$ cat src/rtl/logic_gate_unit.sv
// logic_gate_unit: registered NUM_IN-operand bitwise reduction with a
// selectable opcode, a 2-entry skid output buffer and an op-coverage tracker.
// The reduction is built from one bit-lane instance per result bit. All
// lanes share the opcode and reduce one bit column across every operand.

// Single bit lane: reduces one bit column of all operands.
module logic_gate_lane #(
  parameter int NUM_IN = 2
) (
  input  logic [NUM_IN-1:0] bits,
  input  logic [2:0]        op,
  output logic              res
);

  // Inverting ops invert the full reduction, not a chain of 2-input gates.
  always_comb begin
    res = 1'b0;
    case (op)
      3'd0:    res = &bits;
      3'd1:    res = |bits;
      3'd2:    res = ^bits;
      3'd3:    res = ~(&bits);
      3'd4:    res = ~(|bits);
      3'd5:    res = ~(^bits);
      default: res = 1'b0;
    endcase
  end

endmodule

module logic_gate_unit #(
  parameter int WIDTH  = 8,
  parameter int NUM_IN = 2
) (
  input  logic                    clk,
  input  logic                    rst_n,
  input  logic                    in_valid,
  output logic                    in_ready,
  input  logic [NUM_IN*WIDTH-1:0] in_data,
  input  logic [2:0]              in_op,
  output logic                    out_valid,
  input  logic                    out_ready,
  output logic [WIDTH-1:0]        out_data,
  output logic                    out_err,
  output logic [5:0]              cov_seen,
  output logic                    cov_done,
  input  logic                    cov_clear
);

  // One buffered result. The opcode travels with the data so coverage can
  // be credited when the result is accepted, not when it is captured.
  typedef struct packed {
    logic [WIDTH-1:0] data;
    logic             err;
    logic [2:0]       op;
  } ent_t;

  localparam logic [1:0] S_EMPTY = 2'd0;
  localparam logic [1:0] S_ONE   = 2'd1;
  localparam logic [1:0] S_TWO   = 2'd2;

  logic [NUM_IN-1:0][WIDTH-1:0] opnd;
  logic [WIDTH-1:0]             red;
  logic                         illegal;
  ent_t                         new_e;

  logic [1:0] state_q, state_d;
  ent_t       main_q, main_d;
  ent_t       skid_q, skid_d;
  logic       rdy_q;
  logic [5:0] cov_q;
  logic       fire, acc;

  assign opnd = in_data;

  // Transpose operands into bit columns, one lane per result bit.
  for (genvar b = 0; b < WIDTH; b++) begin : g_lane
    logic [NUM_IN-1:0] col;
    for (genvar k = 0; k < NUM_IN; k++) begin : g_col
      assign col[k] = opnd[k][b];
    end
    logic_gate_lane #(.NUM_IN(NUM_IN)) u_lane (
      .bits (col),
      .op   (in_op),
      .res  (red[b])
    );
  end

  assign illegal    = (in_op > 3'd5);
  assign new_e.data = illegal ? '0 : red;
  assign new_e.err  = illegal;
  assign new_e.op   = in_op;

  assign fire = in_valid && rdy_q;
  assign acc  = out_valid && out_ready;

  // Skid buffer next state: main always holds the oldest result, skid the
  // younger one only while both are occupied.
  always_comb begin
    state_d = state_q;
    main_d  = main_q;
    skid_d  = skid_q;
    case (state_q)
      S_EMPTY: begin
        if (fire) begin
          main_d  = new_e;
          state_d = S_ONE;
        end
      end
      S_ONE: begin
        if (fire && acc) begin
          main_d = new_e;
        end else if (fire) begin
          skid_d  = new_e;
          state_d = S_TWO;
        end else if (acc) begin
          state_d = S_EMPTY;
        end
      end
      S_TWO: begin
        if (acc) begin
          main_d  = skid_q;
          state_d = S_ONE;
        end
      end
      default: state_d = S_EMPTY;
    endcase
  end

  // Buffer registers; in_ready is registered from the next state so
  // out_ready never reaches in_ready combinationally.
  always_ff @(posedge clk or negedge rst_n) begin
    if (!rst_n) begin
      state_q <= S_EMPTY;
      main_q  <= '0;
      skid_q  <= '0;
      rdy_q   <= 1'b1;
    end else begin
      state_q <= state_d;
      main_q  <= main_d;
      skid_q  <= skid_d;
      rdy_q   <= (state_d != S_TWO);
    end
  end

  // Coverage: credit a legal op when its result leaves; clear wins.
  always_ff @(posedge clk or negedge rst_n) begin
    if (!rst_n) begin
      cov_q <= '0;
    end else if (cov_clear) begin
      cov_q <= '0;
    end else if (acc && !main_q.err) begin
      cov_q <= cov_q | (6'b000001 << main_q.op);
    end
  end

  assign in_ready  = rdy_q;
  assign out_valid = (state_q != S_EMPTY);
  assign out_data  = main_q.data;
  assign out_err   = main_q.err;
  assign cov_seen  = cov_q;
  assign cov_done  = &cov_q;

endmodule

$ cat config.mk
export PLATFORM = sky130hd
export DESIGN_NAME = logic_gate_unit
export DESIGN_NICKNAME = d
export VERILOG_FILES = /design/src/rtl/logic_gate_unit.sv
export SDC_FILE = /design/constraint.sdc
export NUM_CORES = 1
export LEC_CHECK = 0
export ABC_AREA = 1
export CAP_MARGIN = 20
export CORE_UTILIZATION = 30
export CTS_CLUSTER_DIAMETER = 80
export CTS_CLUSTER_SIZE = 16
export DETAILED_ROUTE_END_ITERATION = 10
export PLACE_DENSITY = 0.55
export SLEW_MARGIN = 20
export SYNTH_ARGS = -nofsm -noshare
export SYNTH_HDL_FRONTEND = slang
export SYNTH_SLANG_ARGS = --single-unit
export TNS_END_PERCENT = 10
$ cat constraint.sdc
create_clock -name clk -period 2.3 [get_ports clk]
set_input_delay 0.46 -clock clk [delete_from_list [all_inputs] [get_ports clk]]
set_output_delay 0.46 -clock clk [all_outputs]
set_load 0.005 [all_outputs]
Yosys cells after proc, flatten, opt, wreduce, memory -nomap -nowiden
Cells that the tools add are included.
{ "totals": {"regBits": 33, "inputBits": 24, "out_inout_bits": 18, "word_cells": 106} }
{ "classes": {"order_cmp": 1, "eq_ne": 11, "shifts": 1, "muxes": 21, "bitwise_logic": 26, "n_reduce_logical": 37} }
{ "op_table": {"columns": ["cell", "n"], "rows": [
  ["case mux 1 bit (6 select lines)", 8],
  ["2-to-1 mux 12 bit", 3],
  ["case mux 12 bit (3 select lines)", 1],
  ["NOT 1 bit", 25],
  ["AND reduction 2 bit", 8],
  ["OR reduction 2 bit", 8],
  ["parity 2 bit", 8],
  ["2-to-1 mux 6 bit", 2],
  ["2-to-1 mux 2 bit", 5],
  ["2-to-1 mux 8 bit", 1],
  ["inequality test 2 bit, second input constant", 4],
  ["== test 3 x 2 -> 1 bit, second input constant", 2],
  ["== test 3 bit, second input constant", 2],
  ["bitwise OR 6 bit", 1],
  ["case mux 2 bit (3 select lines)", 1],
  ["AND reduction 6 bit", 1],
  ["<< shifter 1 x 3 -> 6 bit, first input constant", 1],
  ["logical AND 1 bit", 4],
  ["AND reduction 4 bit", 1],
  ["nonzero test 2 bit", 2],
  ["== test 3 x 1 -> 1 bit, second input constant", 1],
  ["> comparator 3 bit, second input constant", 1],
  ["logical NOT 3 bit", 1],
  ["AND reduction 3 bit", 1],
  ["5 further kinds", 5]
]} }

Logic depth before layout (Yosys ltp)
Gate-level depths: netlist of the first run.
{ "logic_depth": {"depth_word": 7, "ltp_mapped": 9, "depth_no_buf": 9} }

By module
A second synthesis of the first run with hierarchy kept.
{ "unflattened": {"cells_unflattened": 424, "hier_area_um2": 2645.0} }
{ "by_module_without_submodules": {"columns": ["module", "instances", "cells_per_inst", "area_per_inst_um2", "seq_area_each_um2"], "rows": [
  ["logic_gate_unit", 1, 216, 1664.1, 827.0],
  ["logic_gate_lane", 8, 26, 122.6, 0.0]
]} }

Least setup slack after synthesis of the first run
OpenSTA, ideal clock, no wires.
{ "synth_timing": {"path_type": "in2reg", "startpoint": "input in_op[0]", "endpoint": "register main_q (netlist bit out_data[6])", "setup_time_ns": 0.116, "arrival_ns": 1.219, "required_time_ns": 2.184, "path_slack_ns": 0.964, "path_stages": 9, "n_path_buf": 2, "path_cell_list": "buf_4 inv_1 buf_2 nand4_1 nand2_1 nor2_1 nand3_1 nand2_1 nand2_1"} }
{ "synth_via": {"elab_chain_len": 5, "elab_cells_between_ends": 12, "cone_classes": "1 x order compare; 5 x eq/ne; 5 x mux; 1 x reduce/logical"} }
{ "synth_lines": {"columns": ["item", "line", "source"], "rows": [
  ["start: declaration", "40", "input logic [2:0] in_op,"],
  ["== test 3 bit, or another cell as far along", "18", "case (op)"],
  ["case mux 1 bit (6 select lines)", "18", null],
  ["2-to-1 mux 8 bit (*)", "90", "assign new_e.data = illegal ? '0 : red;"],
  ["2-to-1 mux 12 bit (on tied branches)", "111, 105", null],
  ["case mux 12 bit (3 select lines) (*)", "103", "case (state_q)"],
  ["end signal: assignment", "140", "main_q <= main_d;"],
  ["end: declaration", "68", "ent_t main_q, main_d;"]
]} }
Mark *: on every way between the ends. The rest lies on a longest branch, timed or not. The select of a mux whose other input is x is not followed.
A chain may end at the register's enable or synchronous reset.

Final worst setup path of the first run
{ "layout_timing": {"startpoint": "register cov_q[5] (netlist: cov_seen[5])", "endpoint": "output cov_done"} }
{ "layout_via": {"elab_chain_len": 1} }
{ "layout_lines": {"columns": ["item", "line", "source"], "rows": [
  ["start: declaration", "71", "logic [5:0] cov_q;"],
  ["start signal: assignment", "153", "cov_q <= cov_q | (6'b000001 << main_q.op);"],
  ["AND reduction 6 bit", "162", "assign cov_done = &cov_q;"],
  ["end: declaration", "46", "output logic cov_done,"]
]} }
No other way between the ends.

==> results.sh, run 1 <==
export IMPL_ys_warn_count=0
export IMPL_postCtsSetupRepairBufs=0
export IMPL_io_pins=42
export IMPL_synth_cells=346
export IMPL_r2r_cells=5
export IMPL_gp_congestion=0.769
export IMPL_critPathRequiredTime_ns=1.84
export IMPL_clock_latency_ns=0.28
export IMPL_first_iter_violations=113
export IMPL_place_port_buffers=41
export IMPL_grt_pass1_wl_um=8900
export IMPL_synth_async_reset_ratio=1.00
export IMPL_min_period_ns=1.87
export IMPL_worstPathCellList="nand4_1 -> nor3_1 -> clkdlybuf4s50_1"
export IMPL_tritoncts="done"
export IMPL_mappedNetlistArea_um2=2390
export IMPL_r2r_end="skid_q[10]$_DFFE_PN0P_"
export IMPL_ff2ff_setup_slack_ns=0.82
export IMPL_p_per_area_nw_per_um2=819
export IMPL_dr_pass1_iters=4
export IMPL_die_h_um=91.3
export IMPL_grt_overflow_total=0
export IMPL_place_hpwl_um=3750
export IMPL_clockRootBuffer="clkbuf_8"
export IMPL_dpl_worst_slack_ns=0.326
export IMPL_track_usage=0.131
export IMPL_yosysUniqueCellTypes=25
export IMPL_start_util=0.309
export IMPL_setup_violations=0
export IMPL_ys_ff_latch=33
export IMPL_ys_seq_area_frac=0.346
export IMPL_skew_ns=0.0112
export IMPL_cp_max_fo=3
export IMPL_routedWlPerCell_um=10.3
export IMPL_htree_levels=2
export IMPL_setup_ws_ns=0.432
export IMPL_core_area_um2=7730
export IMPL_crit_buf_inv=1
export IMPL_finish_utilization=0.385
export IMPL_cp_start_kind="flip-flop"
export IMPL_min_to="skid_q[11]$_DFFE_PN0P_"
export IMPL_ant_nets=0
export IMPL_hold_depth=2
export IMPL_max_slew_margin_rel=0.719
export IMPL_hp_class="reg -> reg"
export IMPL_path_class="reg -> out"
export IMPL_rows=32
export IMPL_cts_buffers=5
export IMPL_fp_dieW_um=91.3
export IMPL_syn_area_per_cell_um2=6.91
export IMPL_worstReg2RegStart="in_ready$_DFF_PN1_"
export IMPL_rsz0062_at_grt="no"
export IMPL_antenna_found_initial=0
export IMPL_grt_max_degree=34
export IMPL_clock_sinks=33
export IMPL_fin_crit_sh=0.812
export IMPL_syn2layout_area_growth_pct=24.5
export IMPL_timing_fmax_ghz=0.535
export IMPL_setup_tns_ns=0
export IMPL_status="finished clean"
export IMPL_p_leak_uw=0.00158
export IMPL_p_total_uw=2440
export IMPL_die_area_um2=8330
export IMPL_maxSlewViolCount=0
export IMPL_cp_arrival_ns=1.41
export IMPL_final_nets=423
export IMPL_drv_cap=0
export IMPL_ys_flop_type="dfrtp_1"
export IMPL_cts_resized_gates=0
export IMPL_hp_start="skid_q[11]$_DFFE_PN0P_"
export IMPL_cts_buffer_depth=2
export IMPL_slowest_delay_ns=0.52
export IMPL_ir_drop_v=0.000293
export IMPL_synth_edf_count=0
export IMPL_drive_gt1_frac=0.0911
export IMPL_wl_um=4990
export IMPL_clkSlewWorstSetupHoldPaths_ns=0.07
export IMPL_holdBufCountCts=0
export IMPL_viasPerCell=4.33
export IMPL_tightestPinTransition_ns=0.422
export IMPL_slowest_stage="clkdlybuf4s50_1"
export IMPL_drc=0
export IMPL_final_hold_violation_count=0
export IMPL_antenna_cells=0
export IMPL_grt_pass1_vias=1973
export IMPL_worstSetupEndpointType="output port"
export IMPL_worstSetupStartpoint="cov_seen[5]$_DFFE_PN0P_"
export IMPL_syn_nets=386
export IMPL_via_count=2105
export IMPL_critical_path_top_delay_family="buffers and inverters"
-- cell usage after synthesis (6+ instances only) --
master | count | area [µm²]
nand2_1 | 102 | 383
inv_1 | 59 | 221
dfrtp_1 | 32 | 801
nand3_1 | 29 | 145
nor2_1 | 29 | 109
ha_1 | 16 | 200
nand4_1 | 15 | 93.8
buf_4 | 11 | 82.6
a21oi_1 | 7 | 35.0
inv_2 | 6 | 22.5
o21ai_1 | 6 | 30.0
-- placed cells by master, fill, tap and decap left out --
cell type	instances
nor2_1	29
nand2_1	102
dfstp_2	1
nand3_2	1
o21ai_2	1
buf_4	7
bufinv_16	1
clkbuf_8	6
buf_12	1
clkdlybuf4s50_1	41
o21ai_1	6
nor3_4	1
nor2_4	3
inv_2	6
nand3_1	29
o21ai_0	4
nor2_2	5
clkbuf_1	1
dfrtp_1	32
o211ai_1	2
a31oi_1	5
nand4_1	15
a21oi_1	7
nand2_2	2
inv_1	59
nor3_1	1
ha_1	16
-- state kept, by name (all words and copies together), names as in the netlist --
| signal | cells |
|---|---|
| skid_q | 12 |
| cov_seen | 6 |
| main_q | 3 |
| in_ready | 1 |
| out_data | 8 |
| state_q | 2 |
| out_err | 1 |
-- layout make-up --
type | count | area (µm²)
Clock buffer | 7 | 86.3
Clock inverter | 1 | 30.0
Fill cell | 798 | 4750
Inverter | 65 | 244
Multi-Input combinational cell | 229 | 1180
Sequential cell | 33 | 827
Tap cell | 102 | 128
Timing Repair Buffer | 49 | 483
-- worst max path at each step --
stage                     cells after the start                 endpoint
after floorplan                               9  out_data[6]$_DFFE_PN0P_
after detailed placement                     11  out_data[5]$_DFFE_PN0P_
after CTS                                     3                 cov_done
after global routing                          3                 cov_done
after global placement                       11  out_data[4]$_DFFE_PN0P_
final                                         3                 cov_done
-- metal layers --
| layer | wire length, µm | vias to the layer above | global-route usage |
|---|---|---|---|
| met1 | 2720 | 898 | 0.194 |
| li1 | - | 1143 | - |
| met4 | 45 | 0 | 0.0410 |
| met3 | 241 | 4 | 0.0276 |
| met2 | 1980 | 60 | 0.189 |
| met5 | 0 | - | 0 |
-- kinds of logic after synthesis --
kind of cell	Yosys count	synth area share
buffers and inverters	84	0.161
adders and majority gates	16	0.0837
AOI/OAI and AO/OA	25	0.0586
and+or+nand+nor	188	0.351
DFF	33	0.346
-- power by group --
group | switching, µW | leakage (µW) | total [µW] | internal [µW]
Clock | 205 | 0.0000585 | 558 | 353
Combinational | 497 | 0.00110 | 935 | 438
Sequential | 137 | 0.000421 | 945 | 808
-- worst min-delay path, stage by stage (launching register included) --
cell and delay [ns]:
dfrtp_1 0.35, nand2_1 0.05, nand2_1 0.05
-- stage by stage --
step	hold slack (ns)	instance area, µm²	std cells
after global routing	0.516	2980	486
after detailed placement	0.467	2860	478
final	0.481	2980	486
after CTS	0.484	2980	486
after floorplan	0.164	2390	346
after global placement	0.464	2860	478
(Power assumes the default switching activity.)
==> run 2, diff against run 1 <==
--- a/config.mk
+++ b/config.mk
@@ -11,7 +11,7 @@
 export CTS_CLUSTER_DIAMETER = 80
 export CTS_CLUSTER_SIZE = 16
 export DETAILED_ROUTE_END_ITERATION = 10
-export PLACE_DENSITY = 0.55
+export PLACE_DENSITY = 0.57
 export SLEW_MARGIN = 20
 export SYNTH_ARGS = -nofsm -noshare
 export SYNTH_HDL_FRONTEND = slang
==> constraint.sdc (replaced) <==
create_clock -name clk -period 1.55 [get_ports clk]
set_input_delay 0.31 -clock clk [delete_from_list [all_inputs] [get_ports clk]]
set_output_delay 0.31 -clock clk [all_outputs]
set_load 0.005 [all_outputs]
==> run 2 against run 1 <==
Against the previous run: worst hold slack worse by 0.21 ns; cell count rose by 5.6%; clock skew is 0.0076 ns lower; power up 51%; critical path depth fell by 2; critical path type unchanged; largest cell class unchanged.
==> results.sh, run 2 (synthesis gave the netlist of run 1 again) <==
export IMPL_timing_fmax_ghz=0.670
export IMPL_setup_violations=0
export IMPL_path_class="reg -> out"
export IMPL_crit_buf_inv=1
export IMPL_slowest_stage="clkdlybuf4s50_1"
export IMPL_via_count=2221
export IMPL_hp_class="in -> async"
export IMPL_die_area_um2=8330
export IMPL_cts_buffer_depth=2
export IMPL_skew_ns=0.00358
export IMPL_critPathRequiredTime_ns=1.24
export IMPL_clockRootBuffer="clkbuf_8"
export IMPL_clkSlewWorstSetupHoldPaths_ns=0.07
export IMPL_antenna_found_initial=0
export IMPL_start_util=0.309
export IMPL_final_nets=450
export IMPL_viasPerCell=4.33
export IMPL_dpl_worst_slack_ns=-0.276
export IMPL_largest_register_ffs=12
export IMPL_clock_power_share=0.194
export IMPL_worstPathCellList="clkdlybuf4s50_1"
export IMPL_place_hpwl_um=4080
export IMPL_setup_tns_ns=0
export IMPL_p_total_uw=3680
export IMPL_core_area_um2=7730
export IMPL_place_port_buffers=41
export IMPL_grt_overflow_total=0
export IMPL_final_hold_violation_count=0
export IMPL_cp_max_fo=3
export IMPL_first_iter_violations=116
export IMPL_ant_nets=0
export IMPL_drc=0
export IMPL_grt_pass1_wl_um=9410
export IMPL_fin_crit_sh=0.963
export IMPL_cts_buffers=5
export IMPL_cp_start_kind="flip-flop"
export IMPL_holdBufCountCts=0
export IMPL_final_area_um2=3250
export IMPL_setup_ws_ns=0.0566
export IMPL_clock_latency_ns=0.28
export IMPL_min_period_ns=1.49
export IMPL_drv_cap=0
export IMPL_max_slew_margin_rel=0.786
export IMPL_place_inst=502
export IMPL_wl_um=5450
export IMPL_io_pins=42
export IMPL_combinationalPowerShare=0.430
export IMPL_clock_sinks=33
export IMPL_tritoncts="done"
export IMPL_tightestPinTransition_ns=0.321
export IMPL_die_h_um=91.3
export IMPL_maxSlewViolCount=0
export IMPL_gp_congestion=0.729
export IMPL_htree_levels=2
export IMPL_grt_pass1_vias=2062
export IMPL_final_common_cell="nand2_1"
export IMPL_critical_path_top_delay_family="buffers and inverters"
export IMPL_ir_drop_v=0.000354
export IMPL_routedWlPerCell_um=10.6
export IMPL_regMostFlops="skid_q"
export IMPL_final_cells=513
export IMPL_dr_pass1_iters=5
export IMPL_worstSetupEndpointType="output port"
export IMPL_status="finished clean"
export IMPL_antenna_cells=0
export IMPL_p_leak_uw=0.00179
export IMPL_cp_arrival_ns=1.18
export IMPL_fillers=787
export IMPL_p_sw_frac=0.355
export IMPL_dpl_instance_area_um2=3090
export IMPL_p_per_area_nw_per_um2=1130
export IMPL_rsz0062_at_grt="yes"
export IMPL_p_sw_uw=1310
export IMPL_track_usage=0.140
export IMPL_grt_max_degree=30
export IMPL_syn2layout_area_growth_pct=36.1
export IMPL_slowest_delay_ns=0.51
export IMPL_power_frac_seq=0.376
export IMPL_fp_dieW_um=91.3
export IMPL_internal_power_uw=2370
export IMPL_drive_gt1_frac=0.173
export IMPL_rows=32
export IMPL_final_cell_mix="nand2_1 (101), inv_1 (59), clkdlybuf4s50_1 (33)"
run 2: cell count changes in the layout (fill, tap and decap cells not counted), sizes merged:
cell / before / now
buf: 8 / 35
bufinv: 1 / 0
clkdlybuf4s50: 41 / 33
clkinv: 0 / 1
dlygate4sd2: 0 / 5
dlymetal6s2s: 0 / 3
run 2: path summary, 6_finish.rpt:
kind                            slack [ns]  cells after the start                     from                      end
worst max-delay path                  0.06                      1      out_err$_DFFE_PN0P_                  out_err
worst min-delay path                  0.27                      1                    rst_n  cov_seen[2]$_DFFE_PN0P_
worst max register to register        0.16                      8       in_ready$_DFF_PN1_  out_data[6]$_DFFE_PN0P_
worst min register to register        0.47                      2  out_data[6]$_DFFE_PN0P_  out_data[6]$_DFFE_PN0P_
max in group asynchronous             0.83                      2                    rst_n     state_q[0]$_DFF_PN0_
min in group clk                      0.47                      2  out_data[6]$_DFFE_PN0P_  out_data[6]$_DFFE_PN0P_
run 2: layer usage:
| layer | part of all wire | wire length [µm] | vias up | GRT usage |
|---|---|---|---|---|
| li1 | - | - | 1190 | - |
| met1 | 0.53 | 2870 | 977 | 0.198 |
| met2 | 0.42 | 2300 | 49 | 0.213 |
| met3 | 0.041 | 222 | 5 | 0.0268 |
| met4 | 0.0097 | 53 | 0 | 0.0437 |
| met5 | 0 | 0 | - | 0 |
run 2: repair_timing:
item / 4_1_cts / 5_1_grt
buffers inserted: 3 / 0
pin swaps: 0 / 3
gates resized for setup: 5 / 12
endpoints found under the hold margin: 0 / 0
setup endpoints to repair: 3 / 18
run 2: power groups by stage:
stage	sequential (µW)	combinational, µW	clock, µW
6_report	1380	1580	715
5_1_grt	1430	1780	775
4_1_cts	1390	1590	739
3_5_place_dp	1400	1580	0
3_3_place_gp	1390	1560	0
2_1_floorplan	1370	973	0
run 2: layout make-up:
| class | instances | area (µm²) | area share |
|---|---|---|---|
| inverter | 65 | 244 | 0.0750 |
| multi-input combinational | 229 | 1220 | 0.374 |
| tap | 102 | 128 | 0.0392 |
| sequential | 33 | 827 | 0.254 |
| clock inverter | 1 | 5.00 | 0.00154 |
| timing repair buffer | 76 | 737 | 0.226 |
| clock buffer | 7 | 96.3 | 0.0296 |
run 2: per-stage QoR:
step | utilization | hold WS, ns
floorplan | - | 0.0144
global placement | 0.400 | 0.463
detailed placement | 0.400 | 0.464
CTS | 0.415 | 0.269
global route | 0.421 | 0.272
finish | 0.421 | 0.269
